## src/rtl/serial_addsub_pkg.sv

```systemverilog
// Shared definitions for the bit-serial adder/subtractor: FSM encoding and default width.
package serial_addsub_pkg;

    localparam int DEFAULT_WIDTH = 4;

    typedef enum logic [1:0] {
        IDLE  = 2'b00,
        SHIFT = 2'b01,
        DONE  = 2'b10
    } state_t;

endpackage

```

## src/rtl/serial_addsub_fa_cell.sv

```systemverilog
// Single combinational full-adder cell used as the serial datapath.
module fa_cell (
    input  logic a,
    input  logic b,
    input  logic cin,
    output logic sum,
    output logic cout
);

    assign sum  = a ^ b ^ cin;
    assign cout = (a & b) | (cin & (a ^ b));

endmodule

```

## src/rtl/serial_addsub.sv

```systemverilog
// Bit-serial add/subtract, LSB first, one full-adder cell; subtract is x + ~y + 1.
module serial_addsub
    import serial_addsub_pkg::*;
#(
    parameter int WIDTH = DEFAULT_WIDTH
) (
    input  logic             clk,
    input  logic             rst,
    input  logic             start,
    input  logic             k,
    input  logic [WIDTH-1:0] x,
    input  logic [WIDTH-1:0] y,
    output logic             busy,
    output logic             done,
    output logic [WIDTH-1:0] s,
    output logic             cout,
    output logic             ovf
);

    localparam int CNT_W = $clog2(WIDTH + 1);

    state_t             state_r;
    state_t             next_state_s;
    logic               accept_s;
    logic               last_s;
    logic [WIDTH-1:0]   a_r;
    logic [WIDTH-1:0]   b_r;
    logic [WIDTH-1:0]   res_r;
    logic [WIDTH-1:0]   res_next_s;
    logic [CNT_W-1:0]   cnt_r;
    logic               carry_r;
    logic               sum_s;
    logic               fa_cout_s;
    logic [WIDTH-1:0]   s_r;
    logic               cout_r;
    logic               ovf_r;
    logic               busy_r;
    logic               done_r;

    fa_cell u_fa (
        .a    (a_r[0]),
        .b    (b_r[0]),
        .cin  (carry_r),
        .sum  (sum_s),
        .cout (fa_cout_s)
    );

    assign res_next_s = {sum_s, res_r[WIDTH-1:1]};

    // FSM state register
    always_ff @(posedge clk or posedge rst) begin
        if (rst) begin
            state_r <= IDLE;
        end else begin
            state_r <= next_state_s;
        end
    end

    // Next-state logic; DONE accepts a new start exactly like IDLE
    always_comb begin
        next_state_s = state_r;
        accept_s     = 1'b0;
        last_s       = 1'b0;
        case (state_r)
            IDLE: begin
                if (start) begin
                    accept_s     = 1'b1;
                    next_state_s = SHIFT;
                end else begin
                    next_state_s = IDLE;
                end
            end
            SHIFT: begin
                if (cnt_r == CNT_W'(WIDTH - 1)) begin
                    last_s       = 1'b1;
                    next_state_s = DONE;
                end else begin
                    next_state_s = SHIFT;
                end
            end
            DONE: begin
                if (start) begin
                    accept_s     = 1'b1;
                    next_state_s = SHIFT;
                end else begin
                    next_state_s = IDLE;
                end
            end
            default: begin
                next_state_s = IDLE;
            end
        endcase
    end

    // Operand shift registers, carry, counter and registered result outputs
    always_ff @(posedge clk or posedge rst) begin
        if (rst) begin
            a_r     <= '0;
            b_r     <= '0;
            res_r   <= '0;
            cnt_r   <= '0;
            carry_r <= 1'b0;
            s_r     <= '0;
            cout_r  <= 1'b0;
            ovf_r   <= 1'b0;
            busy_r  <= 1'b0;
            done_r  <= 1'b0;
        end else if (accept_s) begin
            a_r     <= x;
            b_r     <= y ^ {WIDTH{k}};
            carry_r <= k;
            cnt_r   <= '0;
            busy_r  <= 1'b1;
            done_r  <= 1'b0;
        end else if (state_r == SHIFT) begin
            a_r     <= a_r >> 1;
            b_r     <= b_r >> 1;
            res_r   <= res_next_s;
            carry_r <= fa_cout_s;
            cnt_r   <= cnt_r + CNT_W'(1);
            if (last_s) begin
                // carry_r here is the carry into the MSB
                s_r    <= res_next_s;
                cout_r <= fa_cout_s;
                ovf_r  <= carry_r ^ fa_cout_s;
                busy_r <= 1'b0;
                done_r <= 1'b1;
            end else begin
                done_r <= 1'b0;
            end
        end else begin
            done_r <= 1'b0;
        end
    end

    assign busy = busy_r;
    assign done = done_r;
    assign s    = s_r;
    assign cout = cout_r;
    assign ovf  = ovf_r;

endmodule

```

## config.mk

```make
export PLATFORM = sky130hd
export DESIGN_NAME = serial_addsub
export DESIGN_NICKNAME = d
export VERILOG_FILES = /design/src/rtl/serial_addsub_pkg.sv /design/src/rtl/serial_addsub_fa_cell.sv /design/src/rtl/serial_addsub.sv
export SDC_FILE = /design/constraint.sdc
export NUM_CORES = 1
export LEC_CHECK = 0
export CORE_MARGIN = 2
export CORE_UTILIZATION = 50
export DETAILED_ROUTE_END_ITERATION = 16
export PLACE_DENSITY_LB_ADDON = 0.15
export RECOVER_POWER = 50
export REMOVE_ABC_BUFFERS = 1
export SLEW_MARGIN = 20
export SYNTH_ARGS = -nofsm -noshare
export SYNTH_HDL_FRONTEND = slang
export SYNTH_HIERARCHICAL = 1
export SYNTH_SLANG_ARGS = --single-unit
export TNS_END_PERCENT = 10
```

## constraint.sdc

```tcl
create_clock -name clk -period 3.6 [get_ports clk]
set_input_delay 0.72 -clock clk [delete_from_list [all_inputs] [get_ports clk]]
set_output_delay 0.72 -clock clk [all_outputs]
set_load 0.1 [all_outputs]
```

# Word level (Yosys, flattened, before mapping)
# Cells that the tools add are included.
# W data, S select, Z words.
dict set report op_classes {
  n_addsub 1
  n_eq_ne 3
  n_mux 21
  bitwise 8
  n_reduce_logical 7
}
# cell count
set ops {}
lappend ops {{$mux W4} 4}
lappend ops {{$mux W1} 13}
lappend ops {{$mux W3} 2}
lappend ops {{$pmux W2 S2} 1}
lappend ops {{$reduce_and A2 Y1} 2}
lappend ops {{$reduce_bool A2 Y1} 2}
lappend ops {{$xor A4 B4 Y4} 1}
lappend ops {{$add A3 B1 Y3 const B} 1}
lappend ops {{$eq A3 B2 Y1 const B} 1}
lappend ops {{$reduce_and A3 Y1} 1}
lappend ops {{$xor A1 B1 Y1} 3}
lappend ops {{$and A1 B1 Y1} 2}
lappend ops {{$eq A2 B1 Y1 const B} 1}
lappend ops {{$eq A2 B2 Y1 const B} 1}
lappend ops {{$logic_not A2 Y1} 1}
lappend ops {{$mux W2} 1}
lappend ops {{$reduce_or A2 Y1} 1}
lappend ops {{$not A1 Y1} 1}
lappend ops {{$or A1 B1 Y1} 1}
dict set report word_totals {
  register_bits 26
  input_bits 12
  output_inout_bits 8
}

# Longest topological paths before layout
# Gate-level depths: netlist of the first run.
dict set report logic_depth {
  depth_word 6
  mapped_depth 5
  mapped_depth_nobuf 5
}

# Modules after synthesis
# Netlist of the first run, hierarchy kept.
# module n_inst cells_per_inst area_per_inst_um2 seq_area_each_um2
set by_module_without_submodules {}
lappend by_module_without_submodules {serial_addsub 1 86 1068.5 625.6}
lappend by_module_without_submodules {fa_cell 1 1 20.0 0.0}

# Least setup slack after synthesis of the first run
# No wires, ideal clock.
dict set report synth_path {
  path_kind {register to output}
  startpoint {register busy_r, in the netlist busy}
  endpoint {output port busy}
  arrival_time_ns 0.898
  required_ns 2.880
  setup_slack_ns 1.982
  path_stages_with_launch 1
  path_buffers 0
  cell_sequence {dfrtp_1}
}
# element line
set synth_lines {}
lappend synth_lines {{start, declared} serial_addsub.sv:37} ;# logic busy_r;
lappend synth_lines {{start signal, assigned} serial_addsub.sv:106} ;# busy_r <= 1'b0;
lappend synth_lines {{start signal, assigned} serial_addsub.sv:113} ;# busy_r <= 1'b1;
lappend synth_lines {{start signal, assigned} serial_addsub.sv:126} ;# busy_r <= 1'b0;
lappend synth_lines {{end, declared} serial_addsub.sv:13} ;# output logic busy,
# No word-level cell between the ends.

# Final worst setup path of the first run
dict set report layout_path {
  startpoint {register s_r[3], in the netlist s[3]}
  endpoint {output port s[3]}
}
# element line
set layout_lines {}
lappend layout_lines {{start, declared} serial_addsub.sv:34} ;# logic [WIDTH-1:0] s_r;
lappend layout_lines {{start signal, assigned} serial_addsub.sv:123} ;# s_r <= res_next_s;
lappend layout_lines {{end, declared} serial_addsub.sv:15} ;# output logic [WIDTH-1:0] s,
# No word-level cell between the ends.

==> impl_metrics.yaml, run 1 <==
logic_synthesis:
  ys_warn_count: 6
  synth-edff-count: 0
  post-synth-top-area-cell: "dfrtp_1"
  synthArstFlopShare: 1.000
  avgSynthCellArea_um2: 12.51
  netlist_area_mm2: 0.001089
  yosysTopAreaCellShare: 0.5747
  synth_area_leaders: "dfrtp_1, mux2_2, nand2_1"
  ys_seq_area_frac: 0.5747
  synth_cell_types: 24
  ys.flop_type: "dfrtp_1"
  syn_inst: 87
  synth_seq_cells: 25
route:
  viasPerCell: 4.993
  routed_wl_um: 1593
  drt.antenna.violating_nets: 0
  vias: 669
  post-route-drc-count: 0
  drt_iter0_drc: 7
  dr.pass1.iters: 4
  wl_per_cell_um: 11.89
clocking:
  clkTransAtPathRegs_ns: 0.13
  cts.path.max_buffers: 2
  cts_tree: "done"
  cts_htree_levels: 1
  post_cts_resized: 0
  cts_hold_buf: 0
  post_cts_buffers: 0
  clkLatencyLatePin_ns: 0.30
  clock-sinks: 25
  root_buffer: "clkbuf_4"
  cts_buffers: 3
placed_design:
  dp_hpwl_um: 1180
  placed_area_mm2: 0.001295
  gp_congestion: 0.7050
  portBuffers: 19
sta:
  finalCritPeriodShare: 0.7044
  maxSlewViolCount: 0
  setup_viol: 0
  period_needed_ns: 2.536
  skew_ns: 0.007299
  max_freq_mhz: 394.4
  rsz0062_at_grt: "no"
  fin_setup_tns_ns: 0
  slew_headroom: 0.3557
  tightest_slew_ns: 0.9634
  hold_violations: 0
worst_setup_path:
  crit_type: "reg2out"
  critPathTopFamily: "buffers and inverters"
  cp.depth: 1
  end_kind: "output port"
  crit_chain: "clkdlybuf4s50_1"
  r2r-end: "cnt_r[0]$_DFFE_PP0P_"
  critPathMaxFanout: 2
  rr_startpoint: "state_r[0]$_DFF_PP0_"
  cp_slowest_cell: "clkdlybuf4s50_1"
  max_stage_delay_ns: 1.13
  endpoint: "s[3]"
  start_kind: "flip-flop"
  worst_r2r_path_depth: 4
  timing.reg2reg.setup_slack_ns: 1.86
  worst_ep_arrival_time_ns: 1.82
  worstPathRequired_ns: 2.88
  crit_start: "s[3]$_DFFE_PP0P_"
  worst-path-buf-inv: 1
min_path:
  hold_path.class: "reg2reg"
  hp-start: "a_r[1]$_DFFE_PP0P_"
outcome:
  outcome: "finished clean"
floorplan:
  rows: 16
  fp.dieW_um: 50.66
  ios: 20
  coreArea_mm2: 0.002002
  initial_core_util: 0.5438
  die-area_mm2: 0.002566
  fp.dieH_um: 50.66
flow_run:
  maxCapViolCount: 0
global_route:
  grtUsageMet1: 0.1969
  grt_util_met2: 0.2390
  grt_use_met3: 0.03571
  grt_antenna_before_repair: 0
  busiest_layer: "met2"
  grt_usage: 0.1471
  grt_pass1_wl_um: 2849
  overflow: 0
  grt_start_max_net_pins: 26
  grt_pass1_vias: 634
final_layout:
  antenna_cells_inserted: 0
  layout-drive-gt1-share: 0.1028
  final_util: 0.6531
  fin_area_mm2: 0.001308
  fin_nets: 123
  fillers: 174
  area_growth_pct: 20.11
  final_common_cell: "dfrtp_1"
  layout_common_cells: "dfrtp_1, clkdlybuf4s50_1, nand2_1, mux2_2, a22o_1"
## stage by stage
step	std cells	hold WS (ns)	worst slack (ns)
3_5_place_dp	130	0.4691	1.410
6_report	134	0.4961	1.064
5_1_grt	134	0.5172	0.9964
3_3_place_gp	130	0.4560	1.424
2_1_floorplan	83	0.4418	1.738
4_1_cts	134	0.5009	1.051
## cell usage after synthesis (2+ instances only)
master    n
a21o_1    4
a22o_1    6
dfrtp_1  25
ha_1      2
inv_1     4
mux2_2    6
mux2i_1   4
nand2_1  14
o21ai_0   2
o21ai_1   3
xor2_1    4
## sequential cells by signal (all words and copies together), names as in the netlist
signal / flops
a_r: 4
b_r: 4
s: 4
cnt_r: 3
res_r: 3
state_r: 2
busy: 1
carry_r: 1
cout: 1
done: 1
ovf: 1
## worst min-delay path by stage
stage | end | slack, ns | depth (start not counted)
after floorplan | res_r[1]$_DFFE_PP0P_ | 0.44 | 2
after global placement | res_r[1]$_DFFE_PP0P_ | 0.46 | 2
after detailed placement | busy$_DFFE_PP0P_ | 0.47 | 1
after CTS | a_r[1]$_DFFE_PP0P_ | 0.50 | 1
after global routing | a_r[1]$_DFFE_PP0P_ | 0.52 | 1
final | a_r[1]$_DFFE_PP0P_ | 0.50 | 1
## logic make-up (layout without fill, tap and decap cells)
logic type / after synthesis / count (layout) / synth area share
mux: 10 / 10 / 0.09885
flops: 25 / 25 / 0.5747
xor+xnor: 5 / 5 / 0.04023
compound gates: 17 / 17 / 0.1138
buf+inv: 8 / 28 / 0.03676
simple gates: 19 / 19 / 0.09425
fa+ha+maj: 3 / 3 / 0.04138
## layout make-up
type | count | area (um^2) | area share
well taps | 27 | 33.78 | 0.02584
repair buffers | 20 | 193.9 | 0.1483
multi-input cells | 54 | 411.6 | 0.3148
inverters | 4 | 15.01 | 0.01148
clock buffers | 3 | 22.52 | 0.01722
flip-flops and latches | 25 | 625.6 | 0.4785
clock inverters | 1 | 5.005 | 0.003828
## layer usage
metal	up-vias	wire, um
li1	335	-
met1	320	760
met2	14	765
met3	0	66
met4	0	0
met5	-	0
Power of run 1 is not shown: default switching activity piles up to over one toggle a cycle in this logic, so the estimate is an artifact.
==> inputs of run 2 (changes only) <==
clock period = 2.49 ns   (was 3.6 ns; I/O delays follow)
==> run 2 against run 1 <==
  * Die area stayed put
  * Utilization fell by 0.62 points
  * Non-clock buffer count increased by 1
  * Worst hold slack worse by 0.0069 ns
  * Count of clock-buffer cells in the layout stayed put
  * Setup slack worse by 0.38 ns
  * Design area is 0.96% lower
  * Sequential cell count stayed put
  * Cell count is 0.75% higher
==> impl_metrics.yaml, run 2 (synthesized netlist as in run 1, its figures left out) <==
route:
  vias: 699
  routed_wl_um: 1749
  dr.pass1.iters: 4
  drt.antenna.violating_nets: 0
  post-route-drc-count: 0
  viasPerCell: 5.178
  wl_per_cell_um: 12.96
  drt_iter0_drc: 3
worst_setup_path:
  max_stage_delay_ns: 0.84
  timing.reg2reg.setup_slack_ns: 0.69
  r2r-end: "cnt_r[0]$_DFFE_PP0P_"
  end_kind: "flip-flop"
  worst_r2r_path_depth: 3
  start_kind: "flip-flop"
  worst_ep_arrival_time_ns: 2.00
  rr_startpoint: "state_r[0]$_DFF_PP0_"
  critPathMaxFanout: 12
  crit_chain: "nor2b_1 -> nor2_4 -> mux2_2"
  crit_type: "reg2reg"
  worstPathRequired_ns: 2.69
  cp_slowest_cell: "nor2b_1"
floorplan:
  fp.dieH_um: 50.66
  fp.dieW_um: 50.66
  ios: 20
  initial_core_util: 0.5438
  rows: 16
  coreArea_mm2: 0.002002
  die-area_mm2: 0.002566
sta:
  setup_viol: 0
  hold_violations: 0
  maxSlewViolCount: 0
  slew_headroom: 0.1458
  period_needed_ns: 1.802
  fin_setup_tns_ns: 0
  skew_ns: 0.01206
  tightest_slew_ns: 1.281
  finalCritPeriodShare: 0.7238
  setup_slack_ns: 0.6878
  rsz0062_at_grt: "no"
  max_freq_mhz: 554.9
final_layout:
  final_common_cell: "dfrtp_1"
  final_util: 0.6469
  fin_nets: 124
  fin_area_mm2: 0.001295
  area_growth_pct: 18.97
  antenna_cells_inserted: 0
  layout-drive-gt1-share: 0.1852
  fillers: 170
  layout_common_cells: "dfrtp_1, nand2_1, clkdlybuf4s50_1, buf_4"
global_route:
  grt_start_max_net_pins: 26
  overflow: 0
  grt_pass1_wl_um: 3139
  grt_antenna_before_repair: 0
  grt_usage: 0.1638
  grt_pass1_vias: 729
clocking:
  post_cts_resized: 0
  cts.path.max_buffers: 2
  cts_hold_buf: 0
  root_buffer: "clkbuf_4"
  cts_buffers: 3
  clock-sinks: 25
  clkLatencyLatePin_ns: 0.31
  cts_htree_levels: 1
  clkTransAtPathRegs_ns: 0.13
  post_cts_buffers: 0
  cts_tree: "done"
placed_design:
  placed_area_mm2: 0.001282
  dp_slack_ns: 0.5304
  portBuffers: 19
  gp_congestion: 0.8188
  dp_hpwl_um: 1340
min_path:
  holdPathEnd: "res_r[1]$_DFFE_PP0P_"
  worst_hold_path.num_cells: 2
  hp-start: "res_r[1]$_DFFE_PP0P_"
  hold_path.class: "reg2reg"
flow_run:
  maxCapViolCount: 0
outcome:
  outcome: "finished clean"
run 2: critical path, delay by kind of cell, from the launching register on:
kind	cells	cell delay [ns]
flops	1	0.42
mux	1	0.31
simple gates	2	0.98
run 2: per-layer routing:
| layer | wire, um | up-vias | global-route usage |
|---|---|---|---|
| li1 | - | 336 | - |
| met1 | 743 | 342 | 0.2066 |
| met2 | 921 | 17 | 0.2851 |
| met3 | 68 | 4 | 0.02679 |
| met4 | 16 | 0 | 0.05405 |
| met5 | 0 | - | 0 |
run 2: through the flow:
step,cells,hold slack (ns)
2_1_floorplan,83,0.4418
3_3_place_gp,131,0.4552
3_5_place_dp,131,0.4586
4_1_cts,135,0.4919
5_1_grt,135,0.5259
6_report,135,0.4893
run 2: worst max path at each step:
stage,slack (ns),end,cells past startpoint,start
2_1_floorplan,0.85,cnt_r[0]$_DFFE_PP0P_,3,start
3_3_place_gp,0.59,cnt_r[0]$_DFFE_PP0P_,4,start
3_5_place_dp,0.53,cnt_r[0]$_DFFE_PP0P_,4,start
4_1_cts,0.85,cnt_r[0]$_DFFE_PP0P_,4,start
5_1_grt,0.40,state_r[0]$_DFF_PP0_,3,rst
6_report,0.69,cnt_r[0]$_DFFE_PP0P_,3,state_r[0]$_DFF_PP0_
run 2: layout make-up:
type,count,area [um^2],share of cell area
Clock inverter,1,5.005,0.003865
Sequential cell,25,625.6,0.4831
Clock buffer,3,22.52,0.01739
Inverter,4,15.01,0.01159
Tap cell,27,33.78,0.02609
Multi-Input combinational cell,54,411.6,0.3179
Timing Repair Buffer,21,181.4,0.1401
Power of run 2 is left out for the same reason.
